==> src/rtl/voice_mixer.sv <==
// Per-frame voice mixer: snapshots all voices on a DACLRCK rise, multiply-accumulates
// one voice per clock, applies master volume and saturates to SAMPLE_W with clip tracking.

module voice_mixer_lane #(
    parameter int SAMPLE_W = 16,
    parameter int GAIN_W   = 8
) (
    input  logic                clk,
    input  logic                rst,
    input  logic                cap,
    input  logic [SAMPLE_W-1:0] voice,
    input  logic [GAIN_W-1:0]   gain,
    output logic [SAMPLE_W-1:0] voice_q,
    output logic [GAIN_W-1:0]   gain_q
);
    always_ff @(posedge clk) begin
        if (rst) begin
            voice_q <= '0;
            gain_q  <= '0;
        end else if (cap) begin
            voice_q <= voice;
            gain_q  <= gain;
        end
    end
endmodule

module voice_mixer #(
    parameter int NUM_VOICES = 4,
    parameter int SAMPLE_W   = 16,
    parameter int GAIN_W     = 8
) (
    input  logic                           CLOCK_50,
    input  logic                           Reset,
    input  logic                           AUD_DACLRCK,
    input  logic [NUM_VOICES*SAMPLE_W-1:0] voice_in,
    input  logic [NUM_VOICES*GAIN_W-1:0]   gain_in,
    input  logic [GAIN_W-1:0]              master_vol,
    input  logic                           clip_clr,
    output logic [SAMPLE_W-1:0]            sample_out,
    output logic                           sample_valid,
    output logic                           busy,
    output logic                           clip,
    output logic [15:0]                    clip_count
);
    localparam int CNT_W  = $clog2(NUM_VOICES);
    localparam int IDX_W  = (NUM_VOICES > 1) ? CNT_W : 1;
    localparam int PROD_W = SAMPLE_W + GAIN_W + 1;
    localparam int ACC_W  = PROD_W + CNT_W;
    localparam int P_W    = ACC_W + GAIN_W + 1;
    localparam int SHIFT  = 2 * GAIN_W - 1;

    typedef enum logic [2:0] {IDLE, CAPTURE, MAC, SCALE, DONE} state_t;

    state_t state, state_nx;
    logic s1, s2, s3;
    logic frame_ev;
    logic [IDX_W-1:0] idx;
    logic [GAIN_W-1:0] master_q;
    logic [NUM_VOICES-1:0][SAMPLE_W-1:0] voice_q;
    logic [NUM_VOICES-1:0][GAIN_W-1:0]   gain_q;
    logic signed [PROD_W-1:0] prod;
    logic signed [ACC_W-1:0]  acc;
    logic signed [P_W-1:0]    p, y;
    logic sat;
    logic [SAMPLE_W-1:0] y_sat;

    genvar gi;
    generate
        for (gi = 0; gi < NUM_VOICES; gi++) begin : g_lane
            voice_mixer_lane #(.SAMPLE_W(SAMPLE_W), .GAIN_W(GAIN_W)) u_lane (
                .clk    (CLOCK_50),
                .rst    (Reset),
                .cap    (state == CAPTURE),
                .voice  (voice_in[gi*SAMPLE_W +: SAMPLE_W]),
                .gain   (gain_in[gi*GAIN_W +: GAIN_W]),
                .voice_q(voice_q[gi]),
                .gain_q (gain_q[gi])
            );
        end
    endgenerate

    assign frame_ev = s2 && !s3 && (state == IDLE);
    assign busy     = (state != IDLE);
    assign prod     = $signed(voice_q[idx]) * $signed({1'b0, gain_q[idx]});
    assign y        = p >>> SHIFT;
    // y fits SAMPLE_W only when every bit above the sign position matches it
    assign sat      = !((&y[P_W-1:SAMPLE_W-1]) || !(|y[P_W-1:SAMPLE_W-1]));
    assign y_sat    = y[P_W-1] ? {1'b1, {(SAMPLE_W-1){1'b0}}} : {1'b0, {(SAMPLE_W-1){1'b1}}};

    always_ff @(posedge CLOCK_50) begin
        if (Reset) state <= IDLE;
        else       state <= state_nx;
    end

    always_comb begin
        state_nx = state;
        case (state)
            IDLE:    if (frame_ev) state_nx = CAPTURE;
            CAPTURE: state_nx = MAC;
            MAC:     if (idx == IDX_W'(NUM_VOICES - 1)) state_nx = SCALE;
            SCALE:   state_nx = DONE;
            DONE:    state_nx = IDLE;
            default: state_nx = IDLE;
        endcase
    end

    always_ff @(posedge CLOCK_50) begin
        if (Reset) begin
            s1           <= 1'b1;
            s2           <= 1'b1;
            s3           <= 1'b1;
            idx          <= '0;
            acc          <= '0;
            p            <= '0;
            master_q     <= '0;
            sample_out   <= '0;
            sample_valid <= 1'b0;
            clip         <= 1'b0;
            clip_count   <= '0;
        end else begin
            s1           <= AUD_DACLRCK;
            s2           <= s1;
            s3           <= s2;
            sample_valid <= 1'b0;
            if (clip_clr) begin
                clip       <= 1'b0;
                clip_count <= '0;
            end
            case (state)
                CAPTURE: begin
                    acc      <= '0;
                    idx      <= '0;
                    master_q <= master_vol;
                end
                MAC: begin
                    acc <= acc + ACC_W'(prod);
                    idx <= idx + IDX_W'(1);
                end
                SCALE: p <= P_W'(acc) * P_W'($signed({1'b0, master_q}));
                DONE: begin
                    sample_out   <= sat ? y_sat : y[SAMPLE_W-1:0];
                    sample_valid <= 1'b1;
                    // a clip event in the same cycle as clip_clr takes precedence
                    if (sat) begin
                        clip <= 1'b1;
                        if (clip_clr)                  clip_count <= 16'd1;
                        else if (clip_count != 16'hFFFF) clip_count <= clip_count + 16'd1;
                    end
                end
                default: ;
            endcase
        end
    end
endmodule
==> config.mk <==
export PLATFORM = sky130hd
export DESIGN_NAME = voice_mixer
export DESIGN_NICKNAME = d
export VERILOG_FILES = /design/src/rtl/voice_mixer.sv
export SDC_FILE = /design/constraint.sdc
export NUM_CORES = 1
export LEC_CHECK = 0
export ABC_AREA = 1
export BUFFER_PORTS_ARGS = -buffer_cell sky130_fd_sc_hd__buf_2
export CORE_ASPECT_RATIO = 1.25
export CORE_MARGIN = 2
export CORE_UTILIZATION = 68
export DETAILED_ROUTE_END_ITERATION = 12
export GPL_ROUTABILITY_DRIVEN = 1
export PLACE_DENSITY = 0.94
export SLEW_MARGIN = 10
export SYNTH_ARGS = -nofsm -noshare
export SYNTH_HDL_FRONTEND = slang
export SYNTH_HIERARCHICAL = 1
export SYNTH_SLANG_ARGS = --single-unit
==> constraint.sdc <==
create_clock -name CLOCK_50 -period 9.8 [get_ports CLOCK_50]
set_input_delay 1.47 -clock CLOCK_50 [delete_from_list [all_inputs] [get_ports CLOCK_50]]
set_output_delay 1.47 -clock CLOCK_50 [all_outputs]
set_load 0.05 [all_outputs]
==> results.json <==
{
  "hold_end": "s2",
  "hold_class": "flip-flop to flip-flop",
  "worst_setup_path_end_kind": "flip-flop",
  "drv_slew": 0,
  "fillCellCount": 2385,
  "port-buffer-count": 142,
  "final_cell_mix": "nand2_1 (811), inv_1 (762), nor2_1 (433)",
  "layout-drive-gt1-share": 0.06569,
  "syn_to_final_growth_pct": 6.086,
  "path_buf_inv": 10,
  "cts_buffer_depth": 2,
  "clock.fmax_mhz": 145.3,
  "rsz0062_at_grt": "false",
  "antenna_cells": 0,
  "cp-start-kind": "flip-flop",
  "worstSetupPathType": "flip-flop to flip-flop",
  "drt_iter0_markers": 1747,
  "ctsHoldBuffers": 0,
  "ctsRootBufferMaster": "clkbuf_16",
  "ios": 143,
  "async_flop_share": 0,
  "maxCapViolCount": 0,
  "clock_skew_ns": 0.01175,
  "cts_made_buffers": 17,
  "cp_num_cells": 27,
  "grt_pass1_vias": 21350,
  "initial_core_util": 0.6927,
  "cts_tree": "built",
  "seq_area_frac_synth": 0.1754,
  "r2r_start": "idx[0]",
  "syn_avg_cell_area_um2": 6.896,
  "netlist.area_leader.share": 0.2658,
  "hp-start": "s1",
  "p_total_mw": 2.561,
  "grt_pass1_wl_mm": 98.61,
  "crit_family": "adder cells",
  "clock-sinks": 194,
  "first_pass_iters": 6,
  "gr-total-overflow": 0,
  "fp.dieW_um": 165.4,
  "syn_inst": 3211,
  "yosysTopAreaCell": "fa_1",
  "path_max_fanout": 52,
  "synth_edf_count": 0,
  "core_area_mm2": 0.03197,
  "synth_area_mm2": 0.02214,
  "synth_cell_type_count": 42,
  "power_per_cell_area_mw_per_mm2": 109.0,
  "synth_fp_nets": 3742,
  "drt_wl_total_mm": 59.02,
  "leakage_nw": 13.11,
  "htreeDepth": 4,
  "critPathMaxStageDelay_ns": 0.61,
  "clkTransAtPathRegs_ns": 0.08,
  "setup_viol": 0,
  "drc": 0,
  "yosysWarnings": 6,
  "gr-usage-all-layers": 0.3659,
  "required_ns": 10.13,
  "vdd_drop_max_uv": 147.6,
  "hpwlAfterDp_mm": 46.32,
  "globalplace.congestion": 0.9330,
  "rows": 73,
  "reg2reg_depth": 27,
  "ctsResizeCount": 0,
  "routed_via_density": 5.569,
  "die_h_um": 205.8,
  "multi_input_area_mm2": 0.01476,
  "grt_start_max_net_pins": 103,
  "synth.area.top_cells": "fa_1 (27%), dfxtp_1 (18%), nand2_1 (14%)",
  "cpMostUsedCell": "inv_1",
  "whs_path_depth": 1,
  "use_met2": 0.6284,
  "worstPathArrival_ns": 7.21,
  "drtAntennaViolNets": 0,
  "status": "finished clean",
  "post_cts_buffers": 0,
  "hold_viol_final": 0,
  "synth_top_flop_cell": "dfxtp_1",
  "seq_area_mm2": 0.003885,
  "die_area_mm2": 0.03403,
  "ys_seq_elements": 194,
  "max_slew.worst_pin.slew_ns": 1.238,
  "post-route-period-util": 0.7023,
  "nets": 3791,
  "clk_latency_ns": 0.48,
  "use_met3": 0.05422,
  "final_common_cell": "nand2_1",
  "met1_usage": 0.4423,
  "wl_per_cell_um": 16.01,
  "relSlewSlack": 0.1733,
  "grt.busiest_layer": "met2",
  "period_minus_slack_ns": 6.882,
  "vias": 20520,
  "timing.rr.end": "acc[18]",
  "rrSetupSlack_ns": 2.92,
  "setup_tns_ns": 0,
  "cpMaxStageDelayCell": "fa_1",
  "antenna_found_initial": 0
}
[worst reg2reg max path: stages, from the launching register on]
cell	delay, ns
dfxtp_1	0.30
buf_4	0.27
inv_1	0.10
buf_4	0.40
nand2_1	0.10
a32oi_1	0.56
buf_4	0.29
inv_1	0.09
nor2_1	0.17
inv_1	0.10
fa_1	0.61
fa_1	0.55
inv_1	0.06
fa_1	0.50
fa_1	0.52
inv_1	0.06
fa_1	0.48
inv_1	0.04
ha_1	0.36
nand2_1	0.11
nor2_1	0.24
inv_1	0.07
nor3_1	0.29
nand4_1	0.17
nand3_1	0.10
nand2_1	0.05
nand3_1	0.07
a21oi_1	0.06
[worst max-delay path by stage]
| stage | end | from | slack, ns |
|---|---|---|---|
| after CTS | acc[18] | idx[0] | 2.56 |
| after floorplan | acc[16] | idx[0] | 4.34 |
| final | acc[18] | idx[0] | 2.92 |
| after detailed placement | acc[24] | idx[0] | 2.62 |
| after global placement | acc[18] | idx[0] | 2.90 |
| after global routing | acc[13] | idx[0] | 2.54 |
[state kept, by name, indices dropped and copies added (netlist names)]
signal and count:
g_lane.u_lane/voice_q 64, g_lane.u_lane/gain_q 32, acc 27, p 21
clip_count 16, sample_out 16, master_q 8, state 3
idx 2, clip 1, s1 1, s2 1
s3 1, sample_valid 1
[area by class of cell]
type                       instances  share of cell area
tap                              412             0.02194
sequential                       194              0.1654
clock buffer                      17             0.01811
multi-input combinational       2125              0.6282
clock inverter                    15            0.009321
timing repair buffer             155             0.03441
inverter                         767              0.1226
[metal layers]
metal / vias up / part of all wire
li1: 9535 / -
met1: 9648 / 0.38
met2: 1110 / 0.49
met3: 230 / 0.081
met4: 0 / 0.048
met5: - / 0
[report_power, final]
| part | total (mW) | switching, mW | internal [mW] | leakage, nW |
|---|---|---|---|---|
| Sequential | 0.988 | 0.107 | 0.881 | 1.57 |
| Clock | 0.773 | 0.394 | 0.379 | 0.308 |
| Combinational | 0.799 | 0.549 | 0.250 | 11.2 |
| Total | 2.56 | 1.05 | 1.51 | 13.1 |
[synthesized netlist by cell type (8+ instances only)]
cell      instances
buf_2            47
fa_1            294
nand2_1         811
nand3_1          84
clkbuf_1         53
or2_2             9
buf_4             8
a21o_1            8
ha_1            129
nor3_1           18
a32oi_1          21
inv_1           762
buf_6            10
nand4_1          14
o21ai_0          94
a21oi_1         160
dfxtp_1         194
nor2_1          433
[stage by stage]
step	worst slack [ns]	util	hold WS (ns)	cell area [um^2]	cells
after global placement	2.899	0.7144	0.3960	22840	3652
after global routing	2.543	0.7348	0.4331	23490	3685
after floorplan	4.337	-	0.3895	22140	3211
after detailed placement	2.625	0.7144	0.3949	22840	3652
after CTS	2.565	0.7346	0.4136	23480	3684
final	2.918	0.7348	0.4100	23490	3685
[cells by family after synthesis]
group / Yosys count / synth area share
fa+ha+maj: 423 / 0.3387
compound gates: 309 / 0.07730
simple gates: 1381 / 0.2452
buf+inv: 892 / 0.1587
xor+xnor: 12 / 0.004746
flops: 194 / 0.1754
No activity file was read; power rests on OpenSTA's default activity.
